### src/rtl/node_out_arb.sv
// Output-port arbiter for one MAZE node link: strict QoS classes with per-class
// round-robin, a low-QoS starvation guard and a one-entry registered output stage.
module node_out_arb #(
    parameter int NREQ         = 5,
    parameter int DATA_W       = 8,
    parameter int STARVE_LIMIT = 4,
    localparam int PKT_W       = DATA_W + 15
) (
    input  logic                  clk,
    input  logic                  rst,
    input  logic                  port_en,
    input  logic [NREQ-1:0]       req_vld,
    output logic [NREQ-1:0]       req_rdy,
    input  logic [NREQ*PKT_W-1:0] req_pkt,
    output logic                  out_vld,
    input  logic                  out_rdy,
    output logic [PKT_W-1:0]      out_pkt,
    output logic [2:0]            out_idx,
    output logic                  starve_hit
);

    logic [NREQ-1:0] hi;
    logic [NREQ-1:0] lo;
    logic [NREQ-1:0] cls;
    logic [2:0]      ptr_hi;
    logic [2:0]      ptr_lo;
    logic [2:0]      cur_ptr;
    logic [2:0]      win;
    logic [2:0]      nxt_ptr;
    logic [3:0]      j4;
    logic [3:0]      wait_cnt;
    logic            found;
    logic            forced;
    logic            sel_lo;
    logic            free;
    logic            fire;

    always_comb begin
        hi = '0;
        lo = '0;
        for (int i = 0; i < NREQ; i++) begin
            hi[i] = req_vld[i] & req_pkt[i*PKT_W + PKT_W - 3];
            lo[i] = req_vld[i] & ~req_pkt[i*PKT_W + PKT_W - 3];
        end
    end

    // A waiting low-QoS request overrides the high class once the guard trips.
    assign forced  = (wait_cnt == 4'(STARVE_LIMIT)) && (|lo);
    assign sel_lo  = forced || !(|hi);
    assign cls     = sel_lo ? lo : hi;
    assign cur_ptr = sel_lo ? ptr_lo : ptr_hi;

    always_comb begin
        found = 1'b0;
        win   = '0;
        j4    = '0;
        for (int k = 0; k < NREQ; k++) begin
            j4 = {1'b0, cur_ptr} + 4'(k);
            if (j4 >= 4'(NREQ))
                j4 = j4 - 4'(NREQ);
            if (!found && cls[j4[2:0]]) begin
                found = 1'b1;
                win   = j4[2:0];
            end
        end
    end

    assign free    = !out_vld || out_rdy;
    assign fire    = found && port_en && free && !rst;
    assign req_rdy = fire ? (NREQ'(1) << win) : '0;
    assign nxt_ptr = (int'(win) == NREQ - 1) ? 3'd0 : win + 3'd1;

    always_ff @(posedge clk or posedge rst) begin
        if (rst) begin
            out_vld    <= 1'b0;
            out_pkt    <= '0;
            out_idx    <= '0;
            starve_hit <= 1'b0;
            ptr_hi     <= '0;
            ptr_lo     <= '0;
            wait_cnt   <= '0;
        end else begin
            starve_hit <= fire && forced;
            if (fire) begin
                out_pkt <= req_pkt[int'(win)*PKT_W +: PKT_W];
                out_idx <= win;
                out_vld <= 1'b1;
                if (sel_lo)
                    ptr_lo <= nxt_ptr;
                else
                    ptr_hi <= nxt_ptr;
            end else if (out_rdy) begin
                out_vld <= 1'b0;
            end
            // A disabled port freezes the guard along with the pointers.
            if (port_en) begin
                if (!(|lo))
                    wait_cnt <= '0;
                else if (fire && sel_lo)
                    wait_cnt <= '0;
                else if (fire && wait_cnt < 4'(STARVE_LIMIT))
                    wait_cnt <= wait_cnt + 4'd1;
            end
        end
    end

endmodule

### config.mk
export PLATFORM = sky130hd
export DESIGN_NAME = node_out_arb
export DESIGN_NICKNAME = d
export VERILOG_FILES = /design/src/rtl/node_out_arb.sv
export SDC_FILE = /design/constraint.sdc
export NUM_CORES = 1
export LEC_CHECK = 0
export ABC_CLOCK_PERIOD_IN_PS = 7100
export BUFFER_PORTS_ARGS = -buffer_cell sky130_fd_sc_hd__buf_2
export CORE_UTILIZATION = 35
export DETAILED_ROUTE_END_ITERATION = 12
export PLACE_DENSITY_LB_ADDON = 0.08
export SKIP_CTS_REPAIR_TIMING = 1
export SYNTH_ARGS = -nofsm -noshare
export SYNTH_HDL_FRONTEND = slang
export SYNTH_SLANG_ARGS = --single-unit
### constraint.sdc
create_clock -name clk -period 7.1 [get_ports clk]
set_clock_uncertainty 0.05 [all_clocks]
set_input_delay 0.71 -clock clk [delete_from_list [all_inputs] [get_ports clk]]
set_output_delay 0.71 -clock clk [all_outputs]
set_load 0.02 [all_outputs]
==> results.sh <==
export IMPL_die_h_um=111
export IMPL_root_buffer="clkbuf_16"
export IMPL_fin_crit_ns=6.47
export IMPL_synth_cell_types=71
export IMPL_power_density_mw_per_mm2=649
export IMPL_dpl_cell_area_mm2=0.00504
export IMPL_setup_violations=0
export IMPL_yosys_warnings=0
export IMPL_worstPathArrival_ns=5.71
export IMPL_die_width_um=111
export IMPL_fin_crit_sh_pct=91.1
export IMPL_synth_edf_count=0
export IMPL_final_cells=775
export IMPL_grt_max_degree=40
export IMPL_crit_buf_inv=4
export IMPL_nFillCells=1164
export IMPL_antenna_cells=0
export IMPL_synth_top_area_share_pct=22.9
export IMPL_clock_path_buffers=2
export IMPL_status="completed"
export IMPL_worst_pin_slew_ns=0.715
export IMPL_cts_sinks=38
export IMPL_synthFlopType="dfrtp_1"
export IMPL_track_usage_pct=22.9
export IMPL_synthTopCellsByArea="dfrtp_1 23%, mux2i_1 11%, ha_1 4.2%"
export IMPL_syn_nets=626
export IMPL_yosysTopAreaCell="dfrtp_1"
export IMPL_p_leak_nw=2.56
export IMPL_rows=39
export IMPL_wire_per_inst_um=18.1
export IMPL_io_pins=157
export IMPL_coreArea_mm2=0.0115
export IMPL_syn_to_final_growth_pct=25.0
export IMPL_gp_congestion=0.891
export IMPL_worstHoldPathCells=2
export IMPL_multi_input_area_mm2=0.00292
export IMPL_synth_cells=488
export IMPL_clk_latency_ns=0.28
export IMPL_htreeDepth=2
export IMPL_clk_pin_slew_ns=0.06
export IMPL_drive_above_1_share_pct=34.3
export IMPL_cap_violations=0
export IMPL_syn_avg_cell_area_um2=8.49
export IMPL_cpMostUsedCell="ha_1"
export IMPL_worstReg2RegStart="wait_cnt[0]$_DFFE_PP0P_"
export IMPL_drcViolationCount=0
export IMPL_syn_area_mm2=0.00415
export IMPL_die_area_mm2=0.0123
export IMPL_cts_tree="yes"
export IMPL_final_area_mm2=0.00518
export IMPL_hold_violations=0
export IMPL_slew_violations=0
export IMPL_placed_cells=768
export IMPL_synth_async_sr_flop_share_pct=100
export IMPL_slew_headroom_pct=51.8
export IMPL_critical_path_class="primary input to primary output"
export IMPL_drtPass1Iterations=5
export IMPL_grt_pass1_vias=4390
export IMPL_rr_endpoint="out_pkt[4]$_DFFE_PP0P_"
export IMPL_path_delay_family="compound AO/OA/AOI/OAI gates"
export IMPL_ys_seq_area_share_pct=22.9
export IMPL_fin_util_pct=45.2
export IMPL_synth_seq_cells=38
export IMPL_cpPeakStageDelay_ns=0.59
export IMPL_path_depth=19
export IMPL_crit_path_end_kind="primary output"
export IMPL_drtAntennaViolNets=0
export IMPL_viasPerCell=5.67
export IMPL_via_count=4391
export IMPL_hold_path_end="out_idx[1]$_DFFE_PP0P_"
export IMPL_hpwl_um=11400
export IMPL_critical_path_slowest_cell="a222oi_1"
export IMPL_fmax_mhz=155
export IMPL_numCtsBuffers=5
export IMPL_grt_ovfl_total=0
export IMPL_cp_required_ns=6.34
export IMPL_grt_pass1_wl_um=22600
export IMPL_hold_path_class="register to register"
export IMPL_total_power_mw=3.36
export IMPL_path_max_fanout=14
export IMPL_start_util_pct=36.1
export IMPL_path_cells="buf_2 -> a222oi_1 -> and2_1 -> nand2_1 -> o211a_1 -> inv_2 -> ha_1 -> and2_0 -> or4_1 -> a211oi_2 -> o211ai_2 -> a211o_1 -> o32ai_4 -> a21o_2 -> inv_2 -> ha_1 -> ha_1 -> and2_1 -> buf_2"
export IMPL_drtIter0Drc=277
export IMPL_reg2regPathDepth=17
export IMPL_io_buffers=156
export IMPL_antenna_found_initial=0
export IMPL_cp_start_kind="primary input"
export IMPL_ir_worst_vdd_mv=0.541
export IMPL_seq_area_um2=951
export IMPL_nNetsFinal=770
export IMPL_wirelength_um=14000
export IMPL_hold_start="out_idx[1]$_DFFE_PP0P_"
export IMPL_fin_setup_tns_ns=0
export IMPL_rsz0062_at_grt="no"
export IMPL_reg2reg_slack_ns=1.72
-- layout by cell type, fill, tap and decap left out, types with 9 or more instances in the layout --
master / instances
a211oi_1: 16
a211oi_2: 11
a21oi_1: 16
ha_1: 14
dfrtp_1: 38
xnor2_1: 10
o221ai_2: 10
a22oi_1: 19
nand3_1: 11
o21ai_0: 14
nor2_1: 29
mux2i_1: 46
o211ai_1: 10
inv_1: 25
nand2b_1: 11
nand2_1: 35
and3_1: 9
buf_2: 156
buf_4: 14
nor3_1: 9
-- layer usage --
| metal | vias up | global-route usage (%) | routed length, µm |
|---|---|---|---|
| li1 | 2154 | - | - |
| met1 | 2034 | 28.8 | 5930 |
| met2 | 174 | 39.7 | 6900 |
| met3 | 29 | 3.28 | 810 |
| met4 | 0 | 7.91 | 396 |
| met5 | - | 0 | 0 |
-- layout make-up --
type                       count  share of cell area, %
timing repair buffer         170                   17.1
sequential                    38                   18.4
tap                          143                   3.45
multi-input combinational    387                   56.3
clock inverter                 1                  0.145
clock buffer                   6                   2.49
inverter                      30                   2.17
-- worst register-to-register path: stages (launching register included) --
cell	delay (ns)
dfrtp_1	0.38
inv_1	0.10
ha_1	0.17
and3b_1	0.38
nand2_1	0.10
a21oi_1	0.24
a211o_1	0.29
inv_2	0.12
ha_1	0.34
nor2b_1	0.24
or3_1	0.38
a2111oi_0	0.52
a31oi_1	0.17
and2_1	0.24
a21oi_1	0.45
nand3_1	0.53
a211oi_1	0.48
a211oi_2	0.06
-- logic make-up after synthesis --
| kind of cell | after synthesis | share of synthesized area, % |
|---|---|---|
| multiplexers | 50 | 12.2 |
| buffers and inverters | 63 | 6.82 |
| AO/OA/AOI/OAI | 169 | 33.7 |
| flip-flops | 38 | 22.9 |
| adder cells (fa/ha/maj) | 14 | 4.23 |
| AND/OR/NAND/NOR | 142 | 17.6 |
| XOR/XNOR | 12 | 2.54 |
-- stage by stage --
stage          setup WS [ns]  hold slack, ns
6_report               0.629           0.425
5_1_grt                0.283           0.475
4_1_cts                0.701           0.429
3_5_place_dp           0.708           0.413
3_3_place_gp           0.790           0.407
2_1_floorplan          0.980           0.442
-- synthesized netlist by cell type, drive strengths merged (9+ instances only) --
cell	n
and3	9
a211oi	27
o221ai	17
mux2i	46
nand3	12
inv	30
a21oi	18
o21ai	18
o211ai	12
nand2b	11
a22oi	19
dfrtp	38
xnor2	10
nand2	36
nor3	9
nor2	29
buf	18
clkbuf	15
ha	14
-- worst max-delay path by stage --
stage | start | slack (ns) | to
3_5_place_dp | req_pkt[43] | 0.71 | req_rdy[3]
3_3_place_gp | req_pkt[43] | 0.79 | req_rdy[3]
5_1_grt | req_pkt[43] | 0.28 | req_rdy[3]
4_1_cts | req_pkt[43] | 0.70 | req_rdy[3]
6_report | req_pkt[43] | 0.63 | req_rdy[3]
2_1_floorplan | req_pkt[43] | 0.98 | req_rdy[0]
-- power by group --
part,internal [mW],leakage (nW),switching [mW]
clock network,0.128,0.0629,0.0814
registers,0.323,0.468,0.0966
logic,1.07,2.03,1.66
-- registers in the layout (all words and copies together) (netlist names) --
| name | flops |
|---|---|
| out_pkt | 23 |
| wait_cnt | 4 |
| out_idx | 3 |
| ptr_hi | 3 |
| ptr_lo | 3 |
| out_vld | 1 |
| starve_hit | 1 |
(Power assumes the default switching activity.)
